===== config.mk =====
export PLATFORM = sky130hd
export DESIGN_NAME = regfile_wb_ctrl
export DESIGN_NICKNAME = d
export VERILOG_FILES = /design/src/rtl/regfile_wb_ctrl.sv
export SDC_FILE = /design/constraint.sdc
export NUM_CORES = 1
export LEC_CHECK = 0
export CAP_MARGIN = 5
export CORE_ASPECT_RATIO = 0.8
export CORE_MARGIN = 5
export CORE_UTILIZATION = 55
export DETAILED_ROUTE_END_ITERATION = 6
export HOLD_SLACK_MARGIN = 0.05
export PLACE_DENSITY_LB_ADDON = 0.12
export SYNTH_ARGS = -nofsm -noshare
export SYNTH_HDL_FRONTEND = slang
export SYNTH_SLANG_ARGS = --single-unit
export TNS_END_PERCENT = 50

===== constraint.sdc =====
create_clock -name clk -period 4.3 [get_ports clk]
set_clock_uncertainty 0.15 [all_clocks]
set_input_delay 0.86 -clock clk [delete_from_list [all_inputs] [get_ports clk]]
set_output_delay 0.86 -clock clk [all_outputs]
set_load 0.1 [all_outputs]

===== src/rtl/regfile_wb_ctrl.sv =====
// Register-file write-port arbiter: pipeline writeback has fixed priority, multi-cycle
// results queue in a 2-entry buffer, and a per-register scoreboard flags pending writes.
module regfile_wb_ctrl #(
    parameter int STARVE_LIMIT = 4
) (
    input  logic        clk,
    input  logic        clrn,
    input  logic        p_we,
    input  logic [4:0]  p_wn,
    input  logic [31:0] p_d,
    input  logic        m_valid,
    output logic        m_ready,
    input  logic [4:0]  m_wn,
    input  logic [31:0] m_d,
    input  logic        mark_en,
    input  logic [4:0]  mark_rn,
    input  logic [4:0]  rna,
    input  logic [4:0]  rnb,
    input  logic [4:0]  rnd,
    output logic        hazard,
    output logic        hold,
    output logic        mark_err,
    output logic        we,
    output logic [4:0]  wn,
    output logic [31:0] d
);

    localparam logic [3:0] LIMIT    = 4'(STARVE_LIMIT);
    localparam logic [3:0] WAIT_MAX = 4'hF;

    logic [4:0]  fifo_wn_reg [2];
    logic [31:0] fifo_d_reg  [2];
    logic        rd_ptr_reg;
    logic        wr_ptr_reg;
    logic [1:0]  count_reg;
    logic [1:0]  count_next;
    logic [3:0]  wait_reg;
    logic [3:0]  wait_next;
    logic        hold_reg;
    logic        hold_next;
    logic        mark_err_reg;
    logic        mark_err_next;
    logic [31:0] busy_vec;

    logic        p_sel;
    logic        pop;
    logic        accept;
    logic        push;
    logic [4:0]  head_wn;
    logic [31:0] head_d;

    // A write to r0 is a no-op and does not claim the port.
    assign p_sel   = p_we && (p_wn != 5'd0);
    assign head_wn = fifo_wn_reg[rd_ptr_reg];
    assign head_d  = fifo_d_reg[rd_ptr_reg];
    assign pop     = !p_sel && (count_reg != 2'd0);
    assign m_ready = clrn && (count_reg < 2'd2);
    assign accept  = m_valid && m_ready;
    assign push    = accept && (m_wn != 5'd0);

    always_comb begin
        we = 1'b0;
        wn = 5'd0;
        d  = 32'd0;
        if (!clrn) begin
            we = 1'b0;
        end else if (p_sel) begin
            we = 1'b1;
            wn = p_wn;
            d  = p_d;
        end else if (count_reg != 2'd0) begin
            we = 1'b1;
            wn = head_wn;
            d  = head_d;
        end
    end

    // Buffer payload needs no reset; only pointers and count define validity.
    always_ff @(posedge clk) begin
        if (push) begin
            fifo_wn_reg[wr_ptr_reg] <= m_wn;
            fifo_d_reg[wr_ptr_reg]  <= m_d;
        end
    end

    always_comb begin
        count_next = count_reg;
        case ({push, pop})
            2'b10:   count_next = count_reg + 2'd1;
            2'b01:   count_next = count_reg - 2'd1;
            default: count_next = count_reg;
        endcase
    end

    always_ff @(posedge clk or negedge clrn) begin
        if (!clrn) begin
            rd_ptr_reg <= 1'b0;
            wr_ptr_reg <= 1'b0;
            count_reg  <= 2'd0;
        end else begin
            if (push) begin
                wr_ptr_reg <= ~wr_ptr_reg;
            end
            if (pop) begin
                rd_ptr_reg <= ~rd_ptr_reg;
            end
            count_reg <= count_next;
        end
    end

    // Scoreboard: a mark wins over a same-cycle clear because it belongs to the newer op.
    assign busy_vec[0] = 1'b0;

    genvar gi;
    generate
        for (gi = 1; gi < 32; gi++) begin : g_busy
            logic bit_reg;
            logic set_bit;
            logic clr_bit;

            assign set_bit = mark_en && (mark_rn == 5'(gi));
            assign clr_bit = pop && (head_wn == 5'(gi));

            always_ff @(posedge clk or negedge clrn) begin
                if (!clrn) begin
                    bit_reg <= 1'b0;
                end else if (set_bit) begin
                    bit_reg <= 1'b1;
                end else if (clr_bit) begin
                    bit_reg <= 1'b0;
                end
            end

            assign busy_vec[gi] = bit_reg;
        end
    endgenerate

    assign hazard = clrn && (busy_vec[rna] || busy_vec[rnb] || busy_vec[rnd]);

    always_comb begin
        mark_err_next = mark_err_reg;
        if (mark_en && (mark_rn != 5'd0) && busy_vec[mark_rn]
                && !(pop && (head_wn == mark_rn))) begin
            mark_err_next = 1'b1;
        end
    end

    // With entries buffered and no pop, the only reason is that P held the port.
    always_comb begin
        wait_next = wait_reg;
        hold_next = hold_reg;
        if (pop || (count_reg == 2'd0)) begin
            wait_next = 4'd0;
        end else if (wait_reg != WAIT_MAX) begin
            wait_next = wait_reg + 4'd1;
        end
        if (pop) begin
            hold_next = 1'b0;
        end else if (wait_next >= LIMIT) begin
            hold_next = 1'b1;
        end
    end

    always_ff @(posedge clk or negedge clrn) begin
        if (!clrn) begin
            wait_reg     <= 4'd0;
            hold_reg     <= 1'b0;
            mark_err_reg <= 1'b0;
        end else begin
            wait_reg     <= wait_next;
            hold_reg     <= hold_next;
            mark_err_reg <= mark_err_next;
        end
    end

    assign hold     = hold_reg;
    assign mark_err = mark_err_reg;

endmodule


* Word-level counts from Yosys, hierarchy flattened
Memories as Yosys holds them, arrays and structs flattened.
Cells that the tools add are included.
** Operators by class
- Add/subtract/negate cells :: 3
- Multiply operators :: 0
- Div/mod/pow operators :: 0
- $lt $le $gt $ge :: 6
- Equal/unequal tests :: 66
- Shift-type cells :: 0
- Mux-type cells :: 86
- Bitwise operators :: 2
- Reductions and logical operators :: 115
** Operators with widths (number)
- 5-bit equality test (second input constant) :: 32
- 32-bit 2-to-1 mux :: 3
- 5-bit by 4-bit equality test with 1-bit output (second input constant) :: 16
- 1-bit 2-to-1 mux :: 73
- 1-bit logical AND :: 72
- 2-bit nonzero test :: 34
- 5-bit by 3-bit equality test with 1-bit output (second input constant) :: 8
- 5-bit by 6-bit less-than comparator with 1-bit output (second input constant) :: 4
- 1-bit binary-select mux with 5-bit select :: 4
- 5-bit by 2-bit equality test with 1-bit output (second input constant) :: 4
- 5-bit 2-to-1 mux :: 3
- 5-bit nonzero test :: 3
- 5-bit by 1-bit equality test with 1-bit output (second input constant) :: 2
- 4-bit 2-to-1 mux :: 2
- 5-bit equality test :: 1
- 4-bit by 1-bit adder with 4-bit output (second input constant) :: 1
- 4-bit by 3-bit greater-or-equal comparator with 1-bit output (second input constant) :: 1
- 4-bit inequality test (second input constant) :: 1
- 2-bit one-hot mux with 2 select lines :: 1
- 1-bit logical OR :: 3
- 2-bit by 1-bit adder with 2-bit output (second input constant) :: 1
- 2-bit by 1-bit equality test with 1-bit output (second input constant) :: 1
- 2-bit equality test (second input constant) :: 1
- 1-bit zero test :: 2
- 4 further kinds :: 5
** Storage, ports and cells
- Register bits after elaboration :: 41
- Latch bits :: 0
- RAM bits :: 74
- Bits in read-only memories :: 0
- Bits of input ports :: 99
- Output and inout bits :: 42
- Word-level logic and storage cells :: 317
- Memories :: 2
** Memory list
- fifo_d_reg :: words 2, width 32, rd ports 1, clocked after Yosys merged registers in 0, wr ports 1, line 32 : logic [31:0] fifo_d_reg [2];
- fifo_wn_reg :: words 2, width 5, rd ports 1, clocked after Yosys merged registers in 0, wr ports 1, line 31 : logic [4:0] fifo_wn_reg [2];

* Depth between registers and ports, before layout
Gate-level depths: netlist of run 1.
- Depth after elaboration :: 9
- Depth in mapped cells :: 8
- Gate-level depth less buffers :: 7

* Least setup slack after synthesis of run 1
Ideal clock, no wire load.
- Path type :: in2out
- From :: input p_wn[2]
- To :: output wn[4]
- Arrival :: 4.247 ns
- Data required time :: 3.290 ns
- Setup slack :: -0.957 ns
- Cell stages on the path :: 6
- Buffers on the path :: 1
- Cells stage by stage :: or4_1 -> o21a_1 -> buf_6 -> nor2_1 -> nand2_1 -> a21boi_0
** Between the ends
- Cells in the longest elaborated chain, start to end :: 4
** Ends and longest elaborated chain
- start: declaration :: line 9 : input logic [4:0] p_wn,
- 5-bit nonzero test :: line 53 : assign p_sel = p_we && (p_wn != 5'd0);
- 1-bit logical AND :: line 53
- 5-bit 2-to-1 mux :: line 67 : end else if (p_sel) begin
- 5-bit 2-to-1 mux :: line 65 : if (!clrn) begin
- end: declaration :: line 24 : output logic [4:0] wn,
No other way between the ends.

* Worst setup path after layout of run 1
- From :: input p_wn[2]
- To :: output d[9]
** Between the ends
- Cells in the longest elaborated chain, start to end :: 4
** Ends and longest elaborated chain
- 5-bit nonzero test :: line 53
- 1-bit logical AND :: line 53
- 32-bit 2-to-1 mux :: line 67
- 32-bit 2-to-1 mux :: line 65
- end: declaration :: line 25 : output logic [31:0] d
No other way between the ends.

==> results of run 1 <==
==> area by class of cell <==
cell class	instances	share of cell area [%]
sequential	115	36.4
multi-input combinational	394	32.8
timing repair buffer	159	21.8
clock buffer	17	4.77
clock inverter	15	2.12
tap	148	2.08
inverter	2	0.0842
==> layout by cell type, fill, tap and decap left out, types with 3 or more instances in the layout <==
cell and count:
nor2_4 3, o21ai_0 44, clkinvlp_4 5, mux2i_1 61, nand4_1 3, xnor2_1 9, nor2_1 7, o21ai_1 21
clkinv_2 3, mux2_2 10, o2111ai_1 4, nor2b_1 48, a22oi_1 5, bufinv_16 4, clkdlybuf4s50_1 99, clkbuf_16 17
or4_1 7, nand3b_1 4, a21oi_1 38, dfrtp_1 40, nand3_1 14, mux4_2 18, buf_12 40, nand2b_1 7
edfxtp_1 74, buf_4 19, nor3_1 41, nand2_1 21, or4_4 5
==> report_power, final <==
group | internal [mW] | switching (mW) | total, mW
clock | 0.961 | 0.509 | 1.47
combinational | 0.889 | 1.16 | 2.05
sequential | 1.44 | 0.396 | 1.83
==> final timing paths <==
check / from / endpoint / slack (ns) / cells past startpoint
setup / recovery: p_wn[2] / d[9] / 0.16 / 8
hold / removal: mark_err / mark_err / 0.35 / 1
setup reg to reg: rd_ptr_reg / g_busy[24].bit_reg / 1.65 / 5
hold reg to reg: mark_err / mark_err / 0.35 / 1
max in group asynchronous: clrn / rd_ptr_reg / 2.89 / 3
min in group asynchronous: clrn / count_reg[1] / 0.37 / 2
==> metrics by stage <==
step | power [mW] | hold slack [ns] | area [µm²] | cells
2_1_floorplan | 3.09 | 0.331 | 6320 | 549
4_1_cts | 5.34 | 0.345 | 8920 | 850
5_1_grt | 5.59 | 0.366 | 8920 | 850
3_5_place_dp | 3.86 | 0.336 | 8300 | 818
6_report | 5.35 | 0.349 | 8920 | 850
3_3_place_gp | 3.81 | 0.322 | 8300 | 818
==> metal layers <==
metal / GRT usage [%] / share of wire [%] / vias to the layer above
met5: 0 / 0 / -
met4: 6.45 / 1.3 / 0
met3: 8.87 / 10 / 21
met2: 43.1 / 48 / 274
met1: 36.6 / 41 / 2560
li1: - / - / 2379
==> kinds of logic (layout without fill, tap and decap cells) <==
family	after synthesis	after routing	synth area share, %
and+or+nand+nor	166	166	14.8
AOI/OAI and AO/OA	126	126	11.2
DFF	115	115	51.5
muxes	89	89	17.9
buffers and inverters	40	193	2.64
xor gates and xnor gates	11	11	1.53
adders and majority gates	2	2	0.397
==> worst max-delay path, cell delays in order <==
cell,delay [ns]
clkdlybuf4s50_1,0.42
or4_1,0.56
o21a_2,0.25
buf_12,0.19
nor3_1,0.31
a21oi_1,0.08
nor2b_1,0.23
buf_12,0.21
==> impl_summary.log, run 1 <==
INFO  metric cts.sink_count = 115
INFO  metric worstPathArrival = 3.13 ns
INFO  metric layout-drive-gt1-share = 18.5%
INFO  metric final_hold_viol_count = 0
INFO  metric synth.avg_cell_area = 11.5 µm²
INFO  metric initial_utilization = 55.4%
INFO  metric max_slew.worst_pin.slew = 1.14 ns
INFO  metric syn_inst = 549
INFO  metric powerDensity = 601 nW/µm²
INFO  metric worstSetupEndpointType = output port
INFO  metric power.ir.vdd_worst = 632 µV
INFO  metric cts_htree_levels = 4
INFO  metric layout.filler_cells = 729
INFO  metric cts.hold.buffers_added = 0
INFO  metric first_global_vias = 5498
INFO  metric post_synth_num_cell_types = 40
INFO  metric synth_most_common_cell = edfxtp_1
INFO  metric tritoncts_clock_tree = done
INFO  metric criticalPathCategory = in -> out
INFO  metric multi_input_comb_area = 2920 µm²
INFO  metric cts_inserted_buffers = 17
INFO  metric yosysSeqAreaShare = 51.5%
INFO  metric global_route.overflow_total = 0
INFO  metric period_share = 96.3%
INFO  metric tns = 0 ns
INFO  metric clock_pin_slew_worst_setup_and_hold_paths = 0.06 ns
INFO  metric routed-via-count = 5234
INFO  metric min-delay-path-class = reg -> reg
INFO  metric gpl.final_weighted_congestion = 0.925
INFO  metric setup_viol = 0
INFO  metric floorplan.die_area = 13700 µm²
INFO  metric drcViolationCount = 0
INFO  metric vias_per_cell = 6.16
INFO  metric grt_util_all_layers = 27.2%
INFO  metric finalWirelength = 17900 µm
INFO  metric timing.critical_path.required = 3.29 ns
INFO  metric clock_tree.buffer_depth = 2
INFO  metric number_of_flip_flops_and_latches_in_the_synthesized_netlist = 115
INFO  metric postCtsSetupBuffers = 0
INFO  metric layout.nets = 790
INFO  metric fmax = 241 MHz
INFO  metric numPortBuffers = 140
INFO  metric dp.final_hpwl = 12600 µm
INFO  metric insertedDiodeCount = 0
INFO  metric drt_first_pass_iters = 5
INFO  metric syn_area = 6310 µm²
INFO  metric ys_dominant_reg_cell = edfxtp_1
INFO  metric synth-edff-count = 74
INFO  metric clockRootBuffer = clkbuf_16
INFO  metric synth_top_area_share = 35.2%
INFO  metric crit_fanout = 64
INFO  metric critPathLaunchType = input port
INFO  metric pin_count_of_the_biggest_net_entering_global_routing = 65
INFO  metric slew_viols_final = 0
INFO  metric setup_repair_after_global_routing_missed_its_margin = no
INFO  metric ios = 141
INFO  metric antenna_found_initial = 0
INFO  metric synth_common_cells = 74 x edfxtp_1, 61 x mux2i_1, 50 x nor2b_1
INFO  metric dieHeight = 106 µm
INFO  metric synth.top_cells.by_area = edfxtp_1 35%, dfrtp_1 16%, mux2i_1 9.7%, mux4_2 6.4%, nor2b_1 5.0%
INFO  metric area_growth_syn_to_layout = 41.4%
INFO  metric setup_slack = 0.158 ns
INFO  metric slew_headroom = 23.8%
INFO  metric drv.max_cap_violation_count = 0
INFO  metric postSynthNetCount = 650
INFO  metric placement_rows = 35
INFO  metric flip_flop_count_of_the_largest_register_all_copies_and_words_added = 64
INFO  metric status = finished, final reports clean
INFO  metric wl_per_instance = 21.1 µm
INFO  metric finish.utilization = 78.3%
INFO  metric pre_cts_ws = 0.202 ns
INFO  metric chipWidth = 130 µm
INFO  metric period_needed = 4.14 ns
INFO  metric p_leak = 3.29 nW
INFO  metric cts_resized = 0
INFO  metric route.antenna.remaining_nets = 0
INFO  metric synth-async-reset-ratio = 35.7%
INFO  metric initialDrtViolationCount = 643
INFO  metric grt_pass1_wl = 28900 µm
INFO  metric core-area = 11400 µm²
INFO  metric synthDominantAreaCellType = edfxtp_1
INFO  metric ys.warnings.count = 0
INFO  metric final-seq-area = 3250 µm²
INFO  metric worstSkewPairLatency = 0.41 ns
Power figures use the tool's default switching activity.
==> run 2: changes to the inputs <==
--- a/config.mk
+++ b/config.mk
@@ -9,6 +9,7 @@
 export CORE_ASPECT_RATIO = 0.8
 export CORE_MARGIN = 5
 export CORE_UTILIZATION = 55
+export CTS_CLUSTER_DIAMETER = 50
 export DETAILED_ROUTE_END_ITERATION = 6
 export HOLD_SLACK_MARGIN = 0.05
 export PLACE_DENSITY_LB_ADDON = 0.12
==> results of run 2 <==
Same layout as run 1: the final DEF is identical, and so are final timing and power.
